[config.mk]
export PLATFORM = sky130hd
export DESIGN_NAME = vesa_timing_gen
export DESIGN_NICKNAME = d
export VERILOG_FILES = /design/src/rtl/vesa_timing_pkg.sv /design/src/rtl/vesa_axis_counter.sv /design/src/rtl/vesa_timing_gen.sv
export SDC_FILE = /design/constraint.sdc
export NUM_CORES = 1
export LEC_CHECK = 0
export CAP_MARGIN = 15
export CORE_ASPECT_RATIO = 0.7
export CORE_MARGIN = 5
export CORE_UTILIZATION = 40
export DETAILED_ROUTE_END_ITERATION = 8
export HOLD_SLACK_MARGIN = 0.15
export SLEW_MARGIN = 20
export SYNTH_ARGS = -nofsm -noshare
export SYNTH_HDL_FRONTEND = slang
export SYNTH_SLANG_ARGS = --single-unit
[constraint.sdc]
create_clock -name clk -period 10.75 [get_ports clk]
set_input_delay 1.075 -clock clk [delete_from_list [all_inputs] [get_ports clk]]
set_output_delay 1.075 -clock clk [all_outputs]
set_load 0.05 [all_outputs]
[src/rtl/vesa_timing_pkg.sv]
// -----------------------------------------------------------------------------
// vesa_timing_pkg
// Shared timing description for the VESA sync generator.
//   axis_timing_t   : active / front porch / sync / back porch lengths plus
//                     sync polarity (1 = active-high) for one axis
//   axis_total      : total counts per line (or lines per frame) of an axis
//   axis_sync_start : first count of the sync region
//   axis_valid      : every region length is non-zero
//   H0/V0/H1/V1_DEFAULT : 1024x768 (mode 0) and 800x600 (mode 1) timing sets
// -----------------------------------------------------------------------------
package vesa_timing_pkg;

  typedef struct packed {
    int unsigned active;
    int unsigned fp;
    int unsigned sync;
    int unsigned bp;
    logic        pol;
  } axis_timing_t;

  function automatic int unsigned axis_total(input axis_timing_t t);
    return t.active + t.fp + t.sync + t.bp;
  endfunction

  function automatic int unsigned axis_sync_start(input axis_timing_t t);
    return t.active + t.fp;
  endfunction

  function automatic bit axis_valid(input axis_timing_t t);
    return (t.active != 0) && (t.fp != 0) && (t.sync != 0) && (t.bp != 0);
  endfunction

  localparam axis_timing_t H0_DEFAULT = '{active: 1024, fp: 24, sync: 136, bp: 144, pol: 1'b0};
  localparam axis_timing_t V0_DEFAULT = '{active: 768,  fp: 3,  sync: 6,   bp: 29,  pol: 1'b0};
  localparam axis_timing_t H1_DEFAULT = '{active: 800,  fp: 40, sync: 128, bp: 88,  pol: 1'b1};
  localparam axis_timing_t V1_DEFAULT = '{active: 600,  fp: 1,  sync: 4,   bp: 23,  pol: 1'b1};

endpackage

[src/rtl/vesa_axis_counter.sv]
// -----------------------------------------------------------------------------
// vesa_axis_counter
// One timing axis (horizontal or vertical). Holds the position counter and
// exposes the decode of the position it will hold after this edge, so the
// parent can register sync/active levels in lock-step with the counter.
// Ports:
//   clk_i, rst_i  : clock, synchronous active-high reset (counter -> T0 last)
//   step_i        : advance the counter this edge
//   mode_cur_i    : mode of the current frame (selects wrap point)
//   mode_nxt_i    : mode the next position belongs to (selects decode set)
//   cnt_o         : current count
//   last_o        : current count is the final count of the axis
//   act_d_o       : next position lies in the active region
//   sync_d_o      : next position lies in the sync region
// -----------------------------------------------------------------------------
module vesa_axis_counter
  import vesa_timing_pkg::*;
#(
  parameter int           COORD_W = 11,
  parameter axis_timing_t T0      = H0_DEFAULT,
  parameter axis_timing_t T1      = H1_DEFAULT
) (
  input  logic               clk_i,
  input  logic               rst_i,
  input  logic               step_i,
  input  logic               mode_cur_i,
  input  logic               mode_nxt_i,
  output logic [COORD_W-1:0] cnt_o,
  output logic               last_o,
  output logic               act_d_o,
  output logic               sync_d_o
);

  localparam logic [COORD_W-1:0] LAST0 = COORD_W'(axis_total(T0) - 1);
  localparam logic [COORD_W-1:0] LAST1 = COORD_W'(axis_total(T1) - 1);
  localparam logic [COORD_W-1:0] ACT0  = COORD_W'(T0.active);
  localparam logic [COORD_W-1:0] ACT1  = COORD_W'(T1.active);
  localparam logic [COORD_W-1:0] SS0   = COORD_W'(axis_sync_start(T0));
  localparam logic [COORD_W-1:0] SS1   = COORD_W'(axis_sync_start(T1));
  localparam logic [COORD_W-1:0] SE0   = COORD_W'(axis_sync_start(T0) + T0.sync);
  localparam logic [COORD_W-1:0] SE1   = COORD_W'(axis_sync_start(T1) + T1.sync);

  logic [COORD_W-1:0] cnt_q, cnt_d;
  logic [COORD_W-1:0] act_lim, ss_lim, se_lim;

  assign last_o = (cnt_q == (mode_cur_i ? LAST1 : LAST0));

  always_comb begin
    cnt_d = cnt_q;
    if (step_i) begin
      cnt_d = last_o ? '0 : cnt_q + 1'b1;
    end
  end

  // Decode uses the mode of the next position: at a frame wrap the (0,0)
  // pixel already belongs to the newly latched mode.
  assign act_lim  = mode_nxt_i ? ACT1 : ACT0;
  assign ss_lim   = mode_nxt_i ? SS1  : SS0;
  assign se_lim   = mode_nxt_i ? SE1  : SE0;
  assign act_d_o  = (cnt_d < act_lim);
  assign sync_d_o = (cnt_d >= ss_lim) && (cnt_d < se_lim);

  always_ff @(posedge clk_i) begin
    if (rst_i) begin
      cnt_q <= LAST0;
    end else begin
      cnt_q <= cnt_d;
    end
  end

  assign cnt_o = cnt_q;

endmodule

[src/rtl/vesa_timing_gen.sv]
// -----------------------------------------------------------------------------
// vesa_timing_gen
// Dual-mode VESA sync generator. Two compile-time timing sets; the requested
// mode is latched only when the raster wraps to (0,0).
// Ports:
//   clk, rst    : pixel clock, synchronous active-high reset
//   pix_en      : counters advance only when high
//   mode_sel    : requested mode, sampled at frame wrap
//   hsync/vsync : syncs with per-mode polarity
//   csync       : composite sync, active-low (constant 1 unless enabled)
//   video_on    : inside active area
//   pixel_x/y   : raw counters including blanking
//   line_start  : pulse when pixel_x becomes 0
//   frame_start : pulse when (pixel_x,pixel_y) becomes (0,0)
//   mode_cur    : mode in effect for the current frame
// Optional feature macro: VESA_CSYNC_EN (serrated composite sync on csync).
// All outputs are registered and describe the current counter position.
// -----------------------------------------------------------------------------
module vesa_timing_gen
  import vesa_timing_pkg::*;
#(
  parameter int          COORD_W   = 11,
  parameter int unsigned H0_ACTIVE = H0_DEFAULT.active,
  parameter int unsigned H0_FP     = H0_DEFAULT.fp,
  parameter int unsigned H0_SYNC   = H0_DEFAULT.sync,
  parameter int unsigned H0_BP     = H0_DEFAULT.bp,
  parameter int unsigned V0_ACTIVE = V0_DEFAULT.active,
  parameter int unsigned V0_FP     = V0_DEFAULT.fp,
  parameter int unsigned V0_SYNC   = V0_DEFAULT.sync,
  parameter int unsigned V0_BP     = V0_DEFAULT.bp,
  parameter bit          H0_POL    = H0_DEFAULT.pol,
  parameter bit          V0_POL    = V0_DEFAULT.pol,
  parameter int unsigned H1_ACTIVE = H1_DEFAULT.active,
  parameter int unsigned H1_FP     = H1_DEFAULT.fp,
  parameter int unsigned H1_SYNC   = H1_DEFAULT.sync,
  parameter int unsigned H1_BP     = H1_DEFAULT.bp,
  parameter int unsigned V1_ACTIVE = V1_DEFAULT.active,
  parameter int unsigned V1_FP     = V1_DEFAULT.fp,
  parameter int unsigned V1_SYNC   = V1_DEFAULT.sync,
  parameter int unsigned V1_BP     = V1_DEFAULT.bp,
  parameter bit          H1_POL    = H1_DEFAULT.pol,
  parameter bit          V1_POL    = V1_DEFAULT.pol
) (
  input  logic               clk,
  input  logic               rst,
  input  logic               pix_en,
  input  logic               mode_sel,
  output logic               hsync,
  output logic               vsync,
  output logic               csync,
  output logic               video_on,
  output logic [COORD_W-1:0] pixel_x,
  output logic [COORD_W-1:0] pixel_y,
  output logic               line_start,
  output logic               frame_start,
  output logic               mode_cur
);

  localparam axis_timing_t H0_T = '{active: H0_ACTIVE, fp: H0_FP, sync: H0_SYNC, bp: H0_BP, pol: H0_POL};
  localparam axis_timing_t V0_T = '{active: V0_ACTIVE, fp: V0_FP, sync: V0_SYNC, bp: V0_BP, pol: V0_POL};
  localparam axis_timing_t H1_T = '{active: H1_ACTIVE, fp: H1_FP, sync: H1_SYNC, bp: H1_BP, pol: H1_POL};
  localparam axis_timing_t V1_T = '{active: V1_ACTIVE, fp: V1_FP, sync: V1_SYNC, bp: V1_BP, pol: V1_POL};
  localparam longint unsigned COORD_RANGE = 64'd1 << COORD_W;

  if (longint'(axis_total(H0_T)) > COORD_RANGE || longint'(axis_total(V0_T)) > COORD_RANGE ||
      longint'(axis_total(H1_T)) > COORD_RANGE || longint'(axis_total(V1_T)) > COORD_RANGE) begin : g_bad_total
    $error("vesa_timing_gen: a timing TOTAL exceeds 2**COORD_W");
  end
  if (!axis_valid(H0_T) || !axis_valid(V0_T) || !axis_valid(H1_T) || !axis_valid(V1_T)) begin : g_bad_region
    $error("vesa_timing_gen: a timing region length is zero");
  end

  logic mode_cur_q, mode_d;
  logic h_last, v_last, frame_wrap;
  logic h_act_d, v_act_d, h_sync_d, v_sync_d;
  logic h_pol_d, v_pol_d;
  logic hsync_q, vsync_q, video_on_q, line_start_q, frame_start_q;

  assign frame_wrap = pix_en & h_last & v_last;
  assign mode_d     = frame_wrap ? mode_sel : mode_cur_q;
  assign h_pol_d    = mode_d ? H1_POL : H0_POL;
  assign v_pol_d    = mode_d ? V1_POL : V0_POL;

  vesa_axis_counter #(
    .COORD_W (COORD_W),
    .T0      (H0_T),
    .T1      (H1_T)
  ) u_h (
    .clk_i      (clk),
    .rst_i      (rst),
    .step_i     (pix_en),
    .mode_cur_i (mode_cur_q),
    .mode_nxt_i (mode_d),
    .cnt_o      (pixel_x),
    .last_o     (h_last),
    .act_d_o    (h_act_d),
    .sync_d_o   (h_sync_d)
  );

  vesa_axis_counter #(
    .COORD_W (COORD_W),
    .T0      (V0_T),
    .T1      (V1_T)
  ) u_v (
    .clk_i      (clk),
    .rst_i      (rst),
    .step_i     (pix_en & h_last),
    .mode_cur_i (mode_cur_q),
    .mode_nxt_i (mode_d),
    .cnt_o      (pixel_y),
    .last_o     (v_last),
    .act_d_o    (v_act_d),
    .sync_d_o   (v_sync_d)
  );

  // Output register stage: aligned with the counter flops.
  // The reset position (TOTAL-1) is always in the back porch, so syncs are
  // inactive and video is off there.
  always_ff @(posedge clk) begin
    if (rst) begin
      mode_cur_q    <= 1'b0;
      video_on_q    <= 1'b0;
      hsync_q       <= ~H0_POL;
      vsync_q       <= ~V0_POL;
      line_start_q  <= 1'b0;
      frame_start_q <= 1'b0;
    end else begin
      mode_cur_q    <= mode_d;
      video_on_q    <= h_act_d & v_act_d;
      hsync_q       <= h_sync_d ~^ h_pol_d;
      vsync_q       <= v_sync_d ~^ v_pol_d;
      line_start_q  <= pix_en & h_last;
      frame_start_q <= frame_wrap;
    end
  end

`ifdef VESA_CSYNC_EN
  logic csync_q;

  // Serrated composite: low during hsync outside vsync, inverted inside it.
  always_ff @(posedge clk) begin
    if (rst) begin
      csync_q <= 1'b1;
    end else begin
      csync_q <= ~(h_sync_d ^ v_sync_d);
    end
  end

  assign csync = csync_q;
`else
  assign csync = 1'b1;
`endif

  assign hsync       = hsync_q;
  assign vsync       = vsync_q;
  assign video_on    = video_on_q;
  assign line_start  = line_start_q;
  assign frame_start = frame_start_q;
  assign mode_cur    = mode_cur_q;

endmodule

==> metrics.txt, run 1 <==
status=finished, final reports clean; grt total ovfl=0; vias post-DR=1679; Lkg Pwr=0.874 nW; max-capacitance violation count=0; Min Hold Slack=584 ps; Via density=5.58; switching part of the total=45.9%; Mapped Nets=238; CTS tree=built; placed cells=297; Setup crit end kind=flip-flop; area delta synth->final=21.4%; syn avg cell area=8.44 um^2; Tot Pwr=458 uW; VDD IR max=0.132 mV; final core utilization=51.0%; reg-to-reg critical path startpoint=u_h.cnt_o[0]; Tcrit/Tclk final=45.4%; vias in the first global route=1457; Post-Route WL=4660 um; final setup TNS=0 ps; Slew Limit Headroom=35.6%; final hold viol count=0; pwr/cell area=204 nW/um^2; Die Ht=66.9 um; initial antenna violation count=0; CTS Hold Bufs=0; CP arrival=5040 ps; Routed Antenna Nets=0; Final min period=4880 ps; worst skew pair latency=280 ps; Synth Register Bits=28; Worst-path clk slew=100 ps; die area=6110 um^2; CTS buffer count=3; Post-synth EDFFs=0; max-slew violation count=0; drt first-iter violations=106; most frequent cells in the layout=31 x clkdlybuf4s50_1, 28 x dfxtp_1, 18 x nor2_1; crit path max fanout=13; CP required=10910 ps; ant diodes=0; CTS root buf=clkbuf_8; post-CTS sizing=0; hold crit path type=flip-flop to flip-flop; Setup crit start kind=primary input; clock buffer depth=2; htree depth=1; layout cell share with drive strength beyond 1=8.94%; most common cell after layout, fill and taps aside=clkdlybuf4s50_1; first-pass GRT wire length=7590 um; total track usage=15.6%; die width=91.3 um; Placer Congestion=0.845; Mapped Area=1850 um^2; port bufs=31; slew of the pin with the lowest slew margin=964 ps; min-delay src=u_h.cnt_o[0]; Syn Inst Count=219; non-filler cells, final=301; DPL Wire Length=3560 um; Reg power frac=31.1%; top cells by area, synth=dfxtp_1 30%, ha_1 10%, xnor2_1 3.8%, nor2_1 3.7%, nand2_1 3.5%; synth warn=0; Cell variety after synth=52; combinational share of power=54.5%; total core area=4400 um^2; DRC viols=0; largest net degree at the start of global routing=29; Setup CP Type=primary input to flip-flop; RSZ-0062 raised after global routing=false; wire per inst=15.5 um; CP Launch Point=pix_en; fillers=435; layout net count=266; clock sinks=28; Pint=248 uW; Starting Density=42.0%; area leader, netlist=dfxtp_1; Max Clock Skew=8.89 ps; Max Freq=0.205 GHz; top-area cell type share of the netlist area=30.3%; Final setup viols=0; DRT Pass-1 Iters=4; Post-CTS Setup Inserts=0; row count=20; sequential cell area fraction in the yosys report=30.3%; I/O Pins=33; Net Switching=210 uW; ys flop type=dfxtp_1; part of the power in the clock network=14.3%; ys async rst share=0%
-- per-layer routing --
metal,vias up,global-route usage [%],wire length (um)
met5,-,0,0
met4,0,2.75,23
met3,2,3.16,314
met2,46,19.9,1750
met1,779,25.8,2570
li1,852,-,-
-- flip-flops by register name, indices dropped and copies added, names as in the netlist --
register / cells
frame_start: 1
hsync: 1
line_start: 1
mode_cur: 1
u_h.cnt_o: 11
u_v.cnt_o: 11
video_on: 1
vsync: 1
-- logic make-up (layout without fill, tap and decap cells) --
family | count (synthesis) | in the layout | synth area share, %
flip-flops | 28 | 28 | 30.3
AND/OR/NAND/NOR | 104 | 104 | 31.9
buffers and inverters | 17 | 44 | 4.13
AO/OA/AOI/OAI | 39 | 39 | 15.7
XOR/XNOR | 11 | 11 | 5.21
adder cells (fa/ha/maj) | 15 | 15 | 10.1
other | 1 | 1 | 0.203
multiplexers | 4 | 4 | 2.44
-- through the flow --
stage	worst slack [ps]	instance area (um^2)
floorplan	6690	1850
global route	5530	2240
CTS	5910	2240
finish	5870	2240
detailed placement	5600	2190
global placement	5730	2190
-- critical path: stages --
cell and delay, ps:
clkdlybuf4s50_1 590, nand4_1 310, a211o_4 480, nor2_1 230
mux2i_1 670, inv_1 310, ha_1 380, nand3_1 100
nor4_1 190, o21ai_0 140, a31oi_1 200, nor4bb_1 310
a21oi_1 80
-- cells in the mapped netlist (2+ instances only) --
cell type	n
ha_1	15
nand4bb_1	3
nand2b_1	3
inv_1	8
nand4b_1	2
and3_1	4
nor2b_1	8
a21o_1	3
or2_2	10
and4_1	2
nor2_1	18
or3_1	4
o31ai_1	3
nand4_1	6
dfxtp_1	28
nor3_1	8
a21oi_1	4
a31oi_1	4
nor4_1	3
nand2_1	17
a2111oi_0	2
nand3_1	8
clkbuf_1	6
o21ai_0	9
xor2_1	3
a41oi_1	2
mux2i_1	3
xnor2_1	8
nor3b_1	2
-- final timing paths --
check,endpoint,slack [ps],depth (start not counted)
worst min register to register,u_h.cnt_o[0],580,3
worst max-delay path,hsync,5870,13
worst max register to register,hsync,6640,13
worst min-delay path,u_h.cnt_o[0],580,3
-- power by group through the flow --
stage	clock (mW)	combinational [mW]	sequential (mW)
after global routing	0.0748	0.274	0.146
after detailed placement	0	0.249	0.144
after global placement	0	0.252	0.145
after floorplan	0	0.139	0.188
final	0.0657	0.250	0.143
after CTS	0.0696	0.250	0.142
-- area by class of cell --
cell class                 count  area, um^2  area share, %
clock buffer                   4        55.1           2.45
tap                           55        68.8           3.07
timing repair buffer          32         318           14.2
sequential                    28         561           25.0
inverter                       8        30.0           1.34
multi-input combinational    174        1210           54.0
Power figures use the tool's default switching activity.
==> run 2: changes to the inputs <==
--- a/config.mk
+++ b/config.mk
@@ -11,6 +11,7 @@
 export CORE_UTILIZATION = 40
 export DETAILED_ROUTE_END_ITERATION = 8
 export HOLD_SLACK_MARGIN = 0.15
+export PLACE_DENSITY = 0.66
 export SLEW_MARGIN = 20
 export SYNTH_ARGS = -nofsm -noshare
 export SYNTH_HDL_FRONTEND = slang
==> constraint.sdc (replaced) <==
create_clock -name clk -period 4 [get_ports clk]
set_input_delay 0.4 -clock clk [delete_from_list [all_inputs] [get_ports clk]]
set_output_delay 0.4 -clock clk [all_outputs]
set_load 0.05 [all_outputs]
==> metrics.txt, run 2 (synthesis results as in run 1) <==
grt total ovfl=0; CP required=4210 ps; Starting Density=42.0%; CP cell instances=nor4b_1 -> a2bb2oi_1 -> or2_2 -> nor2_1 -> mux2i_1 -> inv_1 -> ha_1 -> a211oi_1 -> mux2_4 -> a2111oi_2 -> mux2i_1; Hold Path Depth=3; RSZ-0062 raised after global routing=false; port bufs=31; min-delay src=u_h.cnt_o[0]; most common cell after layout, fill and taps aside=clkdlybuf4s50_1; DPL Wire Length=3640 um; drt first-iter violations=96; final hold viol count=0; Worst path max stage delay=610 ps; Die Ht=66.9 um; CP arrival=3740 ps; Min Hold Slack=602 ps; ant diodes=0; highest-delay cell along the critical path=dfxtp_1; max-slew violation count=0; Via density=5.54; DRT Pass-1 Iters=4; wire per inst=15.8 um; Tcrit/Tclk final=88.3%; VDD IR max=0.371 mV; non-filler cells, final=304; vias in the first global route=1483; CTS tree=built; initial antenna violation count=0; part of the power in the clock network=17.5%; layout cell share with drive strength beyond 1=10.0%; max-capacitance violation count=0; Pint=723 uW; Lkg Pwr=0.893 nW; Slew Limit Headroom=36.3%; R2R Setup Slk=470 ps; final setup margin=470 ps; Setup crit end kind=flip-flop; CTS buffer count=3; combinational share of power=53.6%; Reg power frac=28.9%; Max Clock Skew=5.95 ps; worst skew pair latency=280 ps; CTS root buf=clkbuf_8; row count=20; Setup CP Type=flip-flop to flip-flop; switching part of the total=44.5%; CTS Hold Bufs=0; reg2reg end=vsync; Placer Congestion=0.883; Post-CTS Setup Inserts=0; htree depth=1; Final min period=3530 ps; crit path max fanout=13; Net Switching=579 uW; slew of the pin with the lowest slew margin=952 ps; worst r2r path cells=11; final setup TNS=0 ps; placed cells=300; hold crit path type=flip-flop to flip-flop; die area=6110 um^2; Worst-path clk slew=100 ps; Setup WS pre-CTS=363 ps; Placed Area=2210 um^2; DRC viols=0; total track usage=15.8%; post-CTS sizing=0; pwr/cell area=570 nW/um^2; CP dominant cell by count=mux2i_1; Post-Route WL=4800 um; Max Freq=0.283 GHz; most frequent cells in the layout=31 x clkdlybuf4s50_1, 28 x dfxtp_1, 18 x nor2_1; area delta synth->final=23.5%; Routed Antenna Nets=0; reg-to-reg critical path startpoint=u_v.cnt_o[2]; hold endpoint=u_h.cnt_o[0]; I/O Pins=33; first-pass GRT wire length=7810 um; layout net count=269; clock sinks=28; clock buffer depth=2; post-route cell area=2280 um^2; vias post-DR=1684; die width=91.3 um; Final setup viols=0; status=finished, final reports clean; largest net degree at the start of global routing=29; total core area=4400 um^2; Setup crit start kind=flip-flop
-- run 2: cell count changes in the layout (fill, tap and decap cells not counted) --
cell	before	now
clkbuf_8	4	3
bufinv_16	0	1
buf_4	1	4
-- run 2: power by group through the flow --
stage                     sequential [mW]  combinational, mW  clock (mW)
after detailed placement            0.381              0.691           0
after global placement              0.382              0.686           0
after CTS                           0.376              0.695       0.233
after floorplan                     0.506              0.374           0
after global routing                0.386              0.753       0.241
final                               0.376              0.698       0.227
-- run 2: critical path, delay by kind of cell, from the launching register on --
kind            cells  cell delay (ps)
flops               1              610
mux                 3              770
compound gates      3              720
simple gates        3              890
buf+inv             1              170
fa+ha+maj           1              310
-- run 2: through the flow --
step           power (mW)  util (%)
2_1_floorplan       0.879         -
3_3_place_gp         1.07      50.2
3_5_place_dp         1.07      50.2
4_1_cts              1.30      51.8
5_1_grt              1.38      51.8
6_report             1.30      51.8
-- run 2: final cells by class --
| type | count | area, um^2 |
|---|---|---|
| multi-input combinational | 174 | 1210 |
| sequential | 28 | 561 |
| clock buffer | 3 | 41.3 |
| tap | 55 | 68.8 |
| inverter | 8 | 30.0 |
| clock inverter | 1 | 30.0 |
| fill | 425 | 2120 |
| timing repair buffer | 35 | 340 |
-- run 2: worst max-delay path by stage --
stage	start	endpoint	slack [ps]	cells past startpoint
2_1_floorplan	u_h.cnt_o[0]	hsync	50	14
3_3_place_gp	pix_en	vsync	410	11
3_5_place_dp	pix_en	hsync	360	13
4_1_cts	u_v.cnt_o[2]	vsync	510	11
5_1_grt	u_v.cnt_o[2]	hsync	90	13
6_report	u_v.cnt_o[2]	vsync	470	11
-- run 2: metal layers --
layer	GRT usage, %	wire length (um)	vias up
li1	-	-	862
met1	24.7	2660	775
met2	21.9	1870	45
met3	3.39	255	2
met4	2.20	17	0
met5	0	0	-
